$ cat src/rtl/or3_test_sequencer_pkg.sv
// Shared definitions for the OR3 exhaustive test sequencer.
// Contents:
//   DEFAULT_N_IN - default number of gate inputs (A, B, C).
//   CNT_W        - width of the settle counter, which holds at most SETTLE-1.
//   state_t      - 2-bit binary sequencer state encoding.
package or3_test_sequencer_pkg;

  localparam int DEFAULT_N_IN = 3;
  localparam int CNT_W        = 4;

  typedef enum logic [1:0] {
    ST_IDLE   = 2'd0,
    ST_SETTLE = 2'd1,
    ST_SAMPLE = 2'd2,
    ST_DONE   = 2'd3
  } state_t;

endpackage

$ cat src/rtl/or3_test_sequencer_if.sv
// Control, status and gate-side signals of the OR3 test sequencer.
// Modports:
//   master - the side that requests sweeps and provides the gate output:
//            drives start, abort and y_in; observes every status signal.
//   slave  - the sequencer: receives start, abort and y_in; drives vec_out,
//            busy, done, pass, err_count, first_fail_vec and first_fail_valid.
interface or3_test_sequencer_if
  import or3_test_sequencer_pkg::*;
#(
  parameter int N_IN  = DEFAULT_N_IN,
  parameter int ERR_W = 4
);
  logic             start;
  logic             abort;
  logic             y_in;
  logic [N_IN-1:0]  vec_out;
  logic             busy;
  logic             done;
  logic             pass;
  logic [ERR_W-1:0] err_count;
  logic [N_IN-1:0]  first_fail_vec;
  logic             first_fail_valid;

  modport master (
    output start, abort, y_in,
    input  vec_out, busy, done, pass, err_count, first_fail_vec, first_fail_valid
  );

  modport slave (
    input  start, abort, y_in,
    output vec_out, busy, done, pass, err_count, first_fail_vec, first_fail_valid
  );
endinterface

$ cat src/rtl/or3_vec_counter.sv
// Test-vector register for the OR3 sequencer.
// Ports:
//   clk, rst  - clock and synchronous active-high reset.
//   clr       - load all zeros (takes priority over inc).
//   inc       - advance to the next vector.
//   vec       - current vector, MSB = A.
//   all_ones  - vec is the last vector of the sweep.
module or3_vec_counter #(
  parameter int W = 3
) (
  input  logic         clk,
  input  logic         rst,
  input  logic         clr,
  input  logic         inc,
  output logic [W-1:0] vec,
  output logic         all_ones
);

  logic [W-1:0] vec_q, vec_d;

  always_comb begin
    vec_d = vec_q;
    if (clr) begin
      vec_d = '0;
    end else if (inc) begin
      vec_d = vec_q + 1'b1;
    end
  end

  always_ff @(posedge clk) begin
    if (rst) begin
      vec_q <= '0;
    end else begin
      vec_q <= vec_d;
    end
  end

  assign vec      = vec_q;
  assign all_ones = &vec_q;

endmodule

$ cat src/rtl/or3_test_sequencer.sv
// Exhaustive built-in test controller for a 3-input OR gate.
// A start pulse sweeps the gate inputs 0..2^N_IN-1; each vector is held for
// SETTLE cycles, then Y is sampled and compared with the reduction OR.
// Ports:
//   clk  - system clock, rising edge.
//   rst  - synchronous active-high reset.
//   bus  - slave modport: start/abort requests, y_in from the gate, vec_out
//          to the gate, busy/done/pass status, err_count (saturating) and
//          the first failing vector with its valid flag.
module or3_test_sequencer
  import or3_test_sequencer_pkg::*;
#(
  parameter int N_IN   = DEFAULT_N_IN,
  parameter int SETTLE = 1,
  parameter int ERR_W  = 4
) (
  input  logic                 clk,
  input  logic                 rst,
  or3_test_sequencer_if.slave  bus
);

  localparam logic [CNT_W-1:0] CNT_RELOAD = CNT_W'(SETTLE - 1);

  state_t            state_q, state_d;
  logic [CNT_W-1:0]  cnt_q, cnt_d;
  logic [ERR_W-1:0]  err_q, err_d;
  logic [N_IN-1:0]   ffv_q, ffv_d;
  logic              ffvalid_q, ffvalid_d;
  logic              pass_q, pass_d;
  logic              done_q, done_d;
  logic              busy_q, busy_d;

  logic              vec_clr, vec_inc, vec_all_ones;
  logic [N_IN-1:0]   vec;
  logic              mismatch;

  or3_vec_counter #(.W(N_IN)) u_vec (
    .clk      (clk),
    .rst      (rst),
    .clr      (vec_clr),
    .inc      (vec_inc),
    .vec      (vec),
    .all_ones (vec_all_ones)
  );

  assign mismatch = (bus.y_in != (|vec));

  always_comb begin
    state_d   = state_q;
    cnt_d     = cnt_q;
    err_d     = err_q;
    ffv_d     = ffv_q;
    ffvalid_d = ffvalid_q;
    pass_d    = pass_q;
    done_d    = 1'b0;
    vec_clr   = 1'b0;
    vec_inc   = 1'b0;

    case (state_q)
      ST_IDLE: begin
        // abort in the same cycle suppresses the start request
        if (bus.start && !bus.abort) begin
          err_d     = '0;
          ffv_d     = '0;
          ffvalid_d = 1'b0;
          pass_d    = 1'b0;
          vec_clr   = 1'b1;
          cnt_d     = CNT_RELOAD;
          state_d   = ST_SETTLE;
        end
      end

      ST_SETTLE: begin
        if (bus.abort) begin
          pass_d  = 1'b0;
          state_d = ST_IDLE;
        end else if (cnt_q == '0) begin
          state_d = ST_SAMPLE;
        end else begin
          cnt_d = cnt_q - 1'b1;
        end
      end

      ST_SAMPLE: begin
        // the sample is recorded even when abort arrives in this cycle
        if (mismatch) begin
          if (err_q != '1) begin
            err_d = err_q + 1'b1;
          end
          if (!ffvalid_q) begin
            ffv_d     = vec;
            ffvalid_d = 1'b1;
          end
        end
        if (bus.abort) begin
          pass_d  = 1'b0;
          state_d = ST_IDLE;
        end else if (vec_all_ones) begin
          // pass reflects the count including this final sample
          pass_d  = (err_d == '0);
          done_d  = 1'b1;
          state_d = ST_DONE;
        end else begin
          vec_inc = 1'b1;
          cnt_d   = CNT_RELOAD;
          state_d = ST_SETTLE;
        end
      end

      ST_DONE: begin
        state_d = ST_IDLE;
      end

      default: begin
        state_d = ST_IDLE;
      end
    endcase

    busy_d = (state_d == ST_SETTLE) || (state_d == ST_SAMPLE);
  end

  always_ff @(posedge clk) begin
    if (rst) begin
      state_q   <= ST_IDLE;
      cnt_q     <= '0;
      err_q     <= '0;
      ffv_q     <= '0;
      ffvalid_q <= 1'b0;
      pass_q    <= 1'b0;
      done_q    <= 1'b0;
      busy_q    <= 1'b0;
    end else begin
      state_q   <= state_d;
      cnt_q     <= cnt_d;
      err_q     <= err_d;
      ffv_q     <= ffv_d;
      ffvalid_q <= ffvalid_d;
      pass_q    <= pass_d;
      done_q    <= done_d;
      busy_q    <= busy_d;
    end
  end

  // the vector is only presented to the gate while a sweep is running
  assign bus.vec_out          = busy_q ? vec : '0;
  assign bus.busy             = busy_q;
  assign bus.done             = done_q;
  assign bus.pass             = pass_q;
  assign bus.err_count        = err_q;
  assign bus.first_fail_vec   = ffv_q;
  assign bus.first_fail_valid = ffvalid_q;

endmodule

$ cat src/flat_wrapper.sv
// flat-port wrapper written by rule: the top's interface ports become plain ports
module or3_test_sequencer_flat import or3_test_sequencer_pkg::*;
#(
  parameter int N_IN   = DEFAULT_N_IN,
  parameter int SETTLE = 1,
  parameter int ERR_W  = 4
)
  (clk, rst, bus_start, bus_abort, bus_y_in, bus_vec_out, bus_busy, bus_done, bus_pass, bus_err_count, bus_first_fail_vec, bus_first_fail_valid);
  or3_test_sequencer_if #(.N_IN(N_IN), .ERR_W(ERR_W)) bus_i ();
  input  logic clk;
  input  logic rst;
  input wire logic [$bits(bus_i.start)-1:0] bus_start;
  input wire logic [$bits(bus_i.abort)-1:0] bus_abort;
  input wire logic [$bits(bus_i.y_in)-1:0] bus_y_in;
  output wire logic [$bits(bus_i.vec_out)-1:0] bus_vec_out;
  output wire logic [$bits(bus_i.busy)-1:0] bus_busy;
  output wire logic [$bits(bus_i.done)-1:0] bus_done;
  output wire logic [$bits(bus_i.pass)-1:0] bus_pass;
  output wire logic [$bits(bus_i.err_count)-1:0] bus_err_count;
  output wire logic [$bits(bus_i.first_fail_vec)-1:0] bus_first_fail_vec;
  output wire logic [$bits(bus_i.first_fail_valid)-1:0] bus_first_fail_valid;
  assign bus_i.start = bus_start;
  assign bus_i.abort = bus_abort;
  assign bus_i.y_in = bus_y_in;
  assign bus_vec_out = bus_i.vec_out;
  assign bus_busy = bus_i.busy;
  assign bus_done = bus_i.done;
  assign bus_pass = bus_i.pass;
  assign bus_err_count = bus_i.err_count;
  assign bus_first_fail_vec = bus_i.first_fail_vec;
  assign bus_first_fail_valid = bus_i.first_fail_valid;
  or3_test_sequencer #(.N_IN(N_IN), .SETTLE(SETTLE), .ERR_W(ERR_W)) u_core (.clk(clk), .rst(rst), .bus(bus_i));
endmodule
$ cat config.mk
export PLATFORM = sky130hd
export DESIGN_NAME = or3_test_sequencer_flat
export DESIGN_NICKNAME = d
export VERILOG_FILES = /design/src/rtl/or3_test_sequencer_pkg.sv /design/src/rtl/or3_test_sequencer_if.sv /design/src/rtl/or3_vec_counter.sv /design/src/rtl/or3_test_sequencer.sv /design/src/flat_wrapper.sv
export SDC_FILE = /design/constraint.sdc
export NUM_CORES = 1
export LEC_CHECK = 0
export ABC_AREA = 1
export BUFFER_PORTS_ARGS = -buffer_cell sky130_fd_sc_hd__clkbuf_2
export CORE_ASPECT_RATIO = 0.8
export CORE_UTILIZATION = 52
export CTS_BUF_LIST = sky130_fd_sc_hd__clkbuf_4
export CTS_CLUSTER_SIZE = 40
export DETAILED_ROUTE_END_ITERATION = 8
export PLACE_DENSITY = 0.77
export SLEW_MARGIN = 20
export SYNTH_ARGS = -nofsm -noshare
export SYNTH_HDL_FRONTEND = slang
export SYNTH_HIERARCHICAL = 1
export SYNTH_SLANG_ARGS = --single-unit
$ cat constraint.sdc
create_clock -name clk -period 1.6 [get_ports clk]
set_clock_uncertainty 0.2 [all_clocks]
set_input_delay 0.08 -clock clk [delete_from_list [all_inputs] [get_ports clk]]
set_output_delay 0.08 -clock clk [all_outputs]
set_load 0.03 [all_outputs]
==> results.md, run 1 <==
- Number of enable flip-flop cells after synthesis: 0
- Initial core utilization: 0.559
- Unrepaired setup endpoints after global routing: yes
- Max cap viols: 0
- GRT Util Overall: 0.217
- WL final: about 2.9 mm
- Hold Path Class: in2reg
- Cells on Worst Hold Path: 5
- CTS Buf Count: 3
- Seq cells post-synth: 20
- Min Tclk post-route: approximately 1600 ps
- Final Max Slew Viols: 0
- Clock tree root buffer cell: clkbuf_4
- Mapped cell area: 1220 um2
- Clk buf depth: 2
- Compound-cell area share of the yosys netlist: 0.106
- DRT Pass-1 Iters: 4
- Synth Area in XOR/XNOR: 0.0216
- Area share of the largest cell type after synthesis: 0.329
- Via count: ~1200
- Headroom to the max-slew limit: 0.772
- CP cell instances: ha_2, ha_4, inv_2, o21ai_2, nor2_4, nand3_2, xor2_1, nor2_1
- Reg2reg path depth: 8
- Largest family of logic cells by synthesized area: simple AND/OR/NAND/NOR gates
- Reg2reg setup slack: 20 ps
- Synth Area per Inst: 6.87 um2
- CP Depth: 8
- Clock transition at the registers of the reported paths: between 100 and 150 ps
- Main flop type after synthesis: dfxtp_1
- Post-synthesis cell type count: 24
- Reg2reg start: u_core/u_vec/vec[0]
- Top delay family on crit path: flip-flops
- Ys async rst share: 0
- CTS Sinks: 20
- FF-to-FF End: u_core/cnt_q[2]
- Share of layout cells above drive strength 1: 0.439
- Antenna viol nets, final: 0
- Adder-Cell Fraction of Synth Area: 0.0514
- Count leader, synth: nand2_1
- Hold path start: bus_start
- CTS HTree Levels: 1
- Worst-Skew Late Latency: 320 ps
- Vias in the first global route: approximately 1000
- Final hold violation count: 0
- Ys Warns: 6
- Setup crit start kind: flip-flop
- Status: finished clean
- Crit-path slowest cell: dfxtp_2
- Buf/Inv on CP: 1
- Die ar.: ~2500 um2
- Fmax: 631 MHz
- CP max FO: 4
- Final nets: about 220
- CP endpoint kind: flip-flop
- Worst Hold End: u_core/state_q[0]
- Final worst-path cycle share: 0.991
- Seq/Total Area, Yosys: 0.329
- Worst EP arrival: 1640 ps
- Largest net degree at the start of global routing: 17
- Die Y: about 45 um
- Worst vdd rail ir drop: 1.16 mV
- # DRC: 0
- Top area cells in the synthesized netlist: dfxtp_1 (33%), nand2_1 (14%), inv_1 (6.8%)
- GP Congestion: about 0.93
- Hold WS: around 10 ps
- Setup CP Type: reg2reg
- Port Buf Inserts: 18
- Utilization after layout: 0.742
- Syn Nets: 187
- Final setup fails: 0
- Global route overflow: 0
- DIE WIDTH: 56.1 um
- Cells after Synth: ~180
- Core area: ~2200 um2
- Via density: around 5.2
- Pwr Density: just over 700 nW/um2
- P&R area growth vs syn: 32.8%
- # IOs: 19
- WL/cell: 12.2 um
- Crit-path max cell delay: between 300 and 400 ps
- Top post-synthesis cells by count: nand2_1 (44), inv_1 (22), dfxtp_1 (20)
- Static leakage: 0.733 nW
- Wire length of the first global-routing pass: 4.35 mm
- Placed wire-length estimate: roughly 2.0 mm
- Synthesized-area fraction occupied by and/or/nand/nor cells: 0.401
- Post-synthesis mux area share: 0
- Largest area contributor in the netlist: dfxtp_1
- Worst-Margin Slew: 342 ps
- DRT iter0 DRCs: 31
- CTS tree: done
- Setup TNS: 0 ps
- Number of antenna violations at the first check in global routing: 0
- WP data required: 1650 ps
- Row count: 15
- N_diodes: 0
## where the power goes
group          leakage, nW  internal (mW)  switching [mW]
Sequential           0.166          0.514          0.0175
Combinational        0.539         0.0745           0.130
Clock               0.0279          0.254           0.167
Total                0.733          0.843           0.314
## sequential cells by signal, summed over array words and instances, names as in the netlist, 2 cells and up
signal                     count
u_core/bus.err_count           4
u_core/bus.first_fail_vec      3
u_core/cnt_q                   4
u_core/state_q                 2
u_core/u_vec/vec               3
## timing repair
item                                   in CTS  in global routing
hold buffers                                2                  0
pin swaps                                   1                  8
endpoints found under the hold margin      14                  0
setup endpoints to repair                   3                 10
gates resized for setup                     4                 30
setup buffers                               0                  4
## metal layers
metal	share of wire	global-route usage	vias up
met5	0	0	-
met4	0.0034	0.0293	0
met3	0.045	0.0516	3
met2	0.49	0.381	30
met1	0.46	0.283	588
li1	-	-	621
## worst register-to-register path: cells and delay by family, from the launching register on
kind                       cells  cell delay (ps)
DFF                            1              360
adders and majority gates      2              360
and+or+nand+nor                3              340
xor gates and xnor gates       1              150
AOI/OAI and AO/OA              1               70
buffers and inverters          1               60
## final cells by class
type / instances / area (um2)
Multi-Input combinational cell: 128 / 803
Fill cell: 171 / 562
Sequential cell: 20 / 412
Timing Repair Buffer: 33 / 215
Inverter: 27 / 101
Tap cell: 25 / 31.3
Clock inverter: 1 / 30.0
Clock buffer: 3 / 22.5
## cell usage in the layout, fill, tap and decap left out, drive strengths merged
cell	count
bufinv	1
clkbuf	21
ha	5
nand3	11
o211ai	1
xor2	2
dfxtp	20
nand2	58
a21oi	15
inv	27
nand4	2
xnor2	1
dlygate4sd3	2
buf	13
o21ai	7
nor2	26
## cell families (layout without fill, tap and decap cells)
| family | after synthesis | in the layout |
|---|---|---|
| compound gates | 23 | 23 |
| xor+xnor | 3 | 3 |
| fa+ha+maj | 5 | 5 |
| buf+inv | 29 | 64 |
| flops | 20 | 20 |
| simple gates | 97 | 97 |
## stage by stage
step           power [mW]  cells  setup WS, ps  area (um2)
2_1_floorplan       0.659    177          12.9        1220
3_3_place_gp        0.694    227          45.2        1400
3_5_place_dp        0.701    227         -21.8        1400
4_1_cts              1.12    233          16.4        1480
5_1_grt              1.20    237         -51.2        1620
6_report             1.16    237          15.2        1620
## worst max-delay path by stage
stage	start	endpoint	slack, ps
2_1_floorplan	u_core/u_vec/vec[1]	u_core/cnt_q[0]	10
3_3_place_gp	u_core/u_vec/vec[0]	u_core/cnt_q[0]	50
3_5_place_dp	u_core/u_vec/vec[0]	u_core/cnt_q[1]	-20
4_1_cts	u_core/u_vec/vec[1]	u_core/bus.pass	20
5_1_grt	u_core/u_vec/vec[0]	u_core/bus.pass	-50
6_report	u_core/u_vec/vec[0]	u_core/cnt_q[2]	20
Note: power is estimated with default switching activity, not from simulation.
==> inputs of run 2 (changes only) <==
PLACE_DENSITY = 0.86   (was 0.77)
==> run 2 against run 1 <==
Compared with the run above:
- the run now ends with negative hold slack, negative setup slack left
- total power fell by 15%
- sequential cell count did not move
- wire length rose by 7.9%
- sequential power barely moved
- sequential share of layout area rose by 1.2 points
- non-clock buffer count fell by 5
- highest routed layer unchanged
==> results.md, run 2 (synthesis results as in run 1) <==
- DIE WIDTH: 56.1 um (unchanged)
- DR top layer: met4 (unchanged)
- Sequential Area: 412 um2 (unchanged)
- Via count: 1256 (was 1242)
- Min Tclk post-route: 1730 ps (was 1580 ps)
- Status: finished, violations left (was finished clean)
- Global route overflow: 0 (unchanged)
- Die ar.: 2540 um2 (unchanged)
- CP max FO: 4 (unchanged)
- Final hold violation count: 1 (was 0)
- CTS Sinks: 20 (unchanged)
- P&R area growth vs syn: 26.9% (was 32.8%)
- Setup CP Type: reg2reg (unchanged)
- Final worst-path cycle share: 1.08 (was 0.991)
- CTS Buf Count: 3 (unchanged)
- Initial core utilization: 0.559 (unchanged)
- Most frequent cells in the layout: nand2_1 (41), inv_1 (20), clkbuf_2 (18) (was nand2_1 (41), clkbuf_2 (18), inv_1 (18))
- Share of layout cells above drive strength 1: 0.425 (was 0.439)
- WL/cell: 13.5 um (was 12.2 um)
- CTS HTree Levels: 1 (unchanged)
- GRT Util Overall: 0.231 (was 0.217)
- DRT iter0 DRCs: 63 (was 31)
- Detail Route met3 WL: 186 um (was 131 um)
- Port Buf Inserts: 18 (unchanged)
- # IOs: 19 (unchanged)
- Largest net degree at the start of global routing: 17 (unchanged)
- Antenna viol nets, final: 0 (unchanged)
- WP data required: 1610 ps (was 1650 ps)
- Static leakage: 0.700 nW (was 0.733 nW)
- Fillers: 163 (was 171)
- # DRC: 0 (unchanged)
- CTS tree: done (unchanged)
- Worst vdd rail ir drop: 0.485 mV (was 1.16 mV)
- Vias in the first global route: 1061 (was 1048)
- N_diodes: 0 (unchanged)
- Row count: 15 (unchanged)
- Reg2reg setup slack: -130 ps (was 20 ps)
- Placed wire-length estimate: 2.05 mm (was 1.98 mm)
- Most common cell after layout, fill and taps aside: nand2_1 (unchanged)
- Failing checks: negative hold slack, negative setup slack
- Pwr Density: 637 nW/um2 (was 716 nW/um2)
- Max cap viols: 0 (unchanged)
- Pre-CTS setup slack: -51.6 ps (was -21.8 ps)
- Worst-Margin Slew: 372 ps (was 342 ps)
- Metal1 wirelength: 1.31 mm (was 1.35 mm)
- Total placed cells including tap cells: 224 (was 227)
- Number of antenna violations at the first check in global routing: 0 (unchanged)
- Final WS setup: -126 ps (was 15.2 ps)
- Final Max Slew Viols: 0 (unchanged)
- WL final: 3.13 mm (was 2.90 mm)
- Hold WS: -4.16 ps (was 10.0 ps)
- Clk buf depth: 2 (unchanged)
- Final nets: 218 (was 223)
- Worst EP arrival: 1730 ps (was 1640 ps)
- Headroom to the max-slew limit: 0.752 (was 0.772)
- CP endpoint kind: flip-flop (unchanged)
- WL met2: 1.59 mm (was 1.41 mm)
- Fmax: 580 MHz (was 631 MHz)
- Hold Path Class: in2reg (unchanged)
- Worst-Skew Late Latency: 300 ps (was 320 ps)
- Non-filler cells, final: 232 (was 237)
- Unrepaired setup endpoints after global routing: yes (unchanged)
- Final setup fails: 3 (was 0)
- Multi-input gate area: 800 um2 (was 803 um2)
- Clock transition at the registers of the reported paths: 110 ps (was 120 ps)
- Clock tree root buffer cell: clkbuf_4 (unchanged)
- Core area: 2180 um2 (unchanged)
- Die Y: 45.3 um (unchanged)
- Setup crit start kind: flip-flop (unchanged)
- Wire length of the first global-routing pass: 4.49 mm (was 4.35 mm)
- GP Congestion: 0.877 (was 0.931)
- Utilization after layout: 0.709 (was 0.742)
- DRT Pass-1 Iters: 4 (unchanged)
- Via density: 5.41 (was 5.24)
## run 2: cell type report
type	instances	share of cell area
multi-input cells	128	0.518
flip-flops and latches	20	0.267
clock inverters	1	0.00243
well taps	25	0.0203
clock buffers	3	0.0146
repair buffers	28	0.110
inverters	27	0.0673
## run 2: routing by layer
metal  track usage  up-vias
li1              -      615
met2         0.433       44
met4        0.0439        0
met5             0        -
met1         0.274      591
met3        0.0602        6
## run 2: critical path: stages (launching register included)
cell and delay (ps):
dfxtp_2 340, ha_2 200, ha_4 170, inv_4 70, o21ai_4 70, nor2_4 180, nand3_2 120, xor2_1 220
nor2_1 60
## run 2: worst paths after layout
path,start,end,depth (start not counted)
setup / recovery,u_core/u_vec/vec[0],u_core/cnt_q[2],8
hold / removal,bus_start,u_core/state_q[0],5
setup reg to reg,u_core/u_vec/vec[0],u_core/cnt_q[2],8
hold reg to reg,u_core/bus.first_fail_vec[0],u_core/bus.first_fail_vec[0],2
## run 2: report_power, final
| group | switching [mW] | internal, mW |
|---|---|---|
| clock network | 0.155 | 0.0910 |
| registers | 0.0154 | 0.514 |
| logic | 0.136 | 0.0708 |
## run 2: metrics by stage
step | power [mW] | TNS (ps) | cell area (um2)
2_1_floorplan | 0.659 | 0 | 1220
3_3_place_gp | 0.693 | 0 | 1380
3_5_place_dp | 0.704 | -103 | 1380
4_1_cts | 0.950 | 0 | 1430
5_1_grt | 1.03 | -661 | 1540
6_report | 0.983 | -144 | 1540
## run 2: timing repair
item | 4_1_cts | 5_1_grt
pin swaps | 1 | 6
setup endpoints to repair | 4 | 12
hold buffers | 2 | 0
endpoints found under the hold margin | 14 | 0
gates resized for setup | 3 | 28
setup buffers | 0 | 2
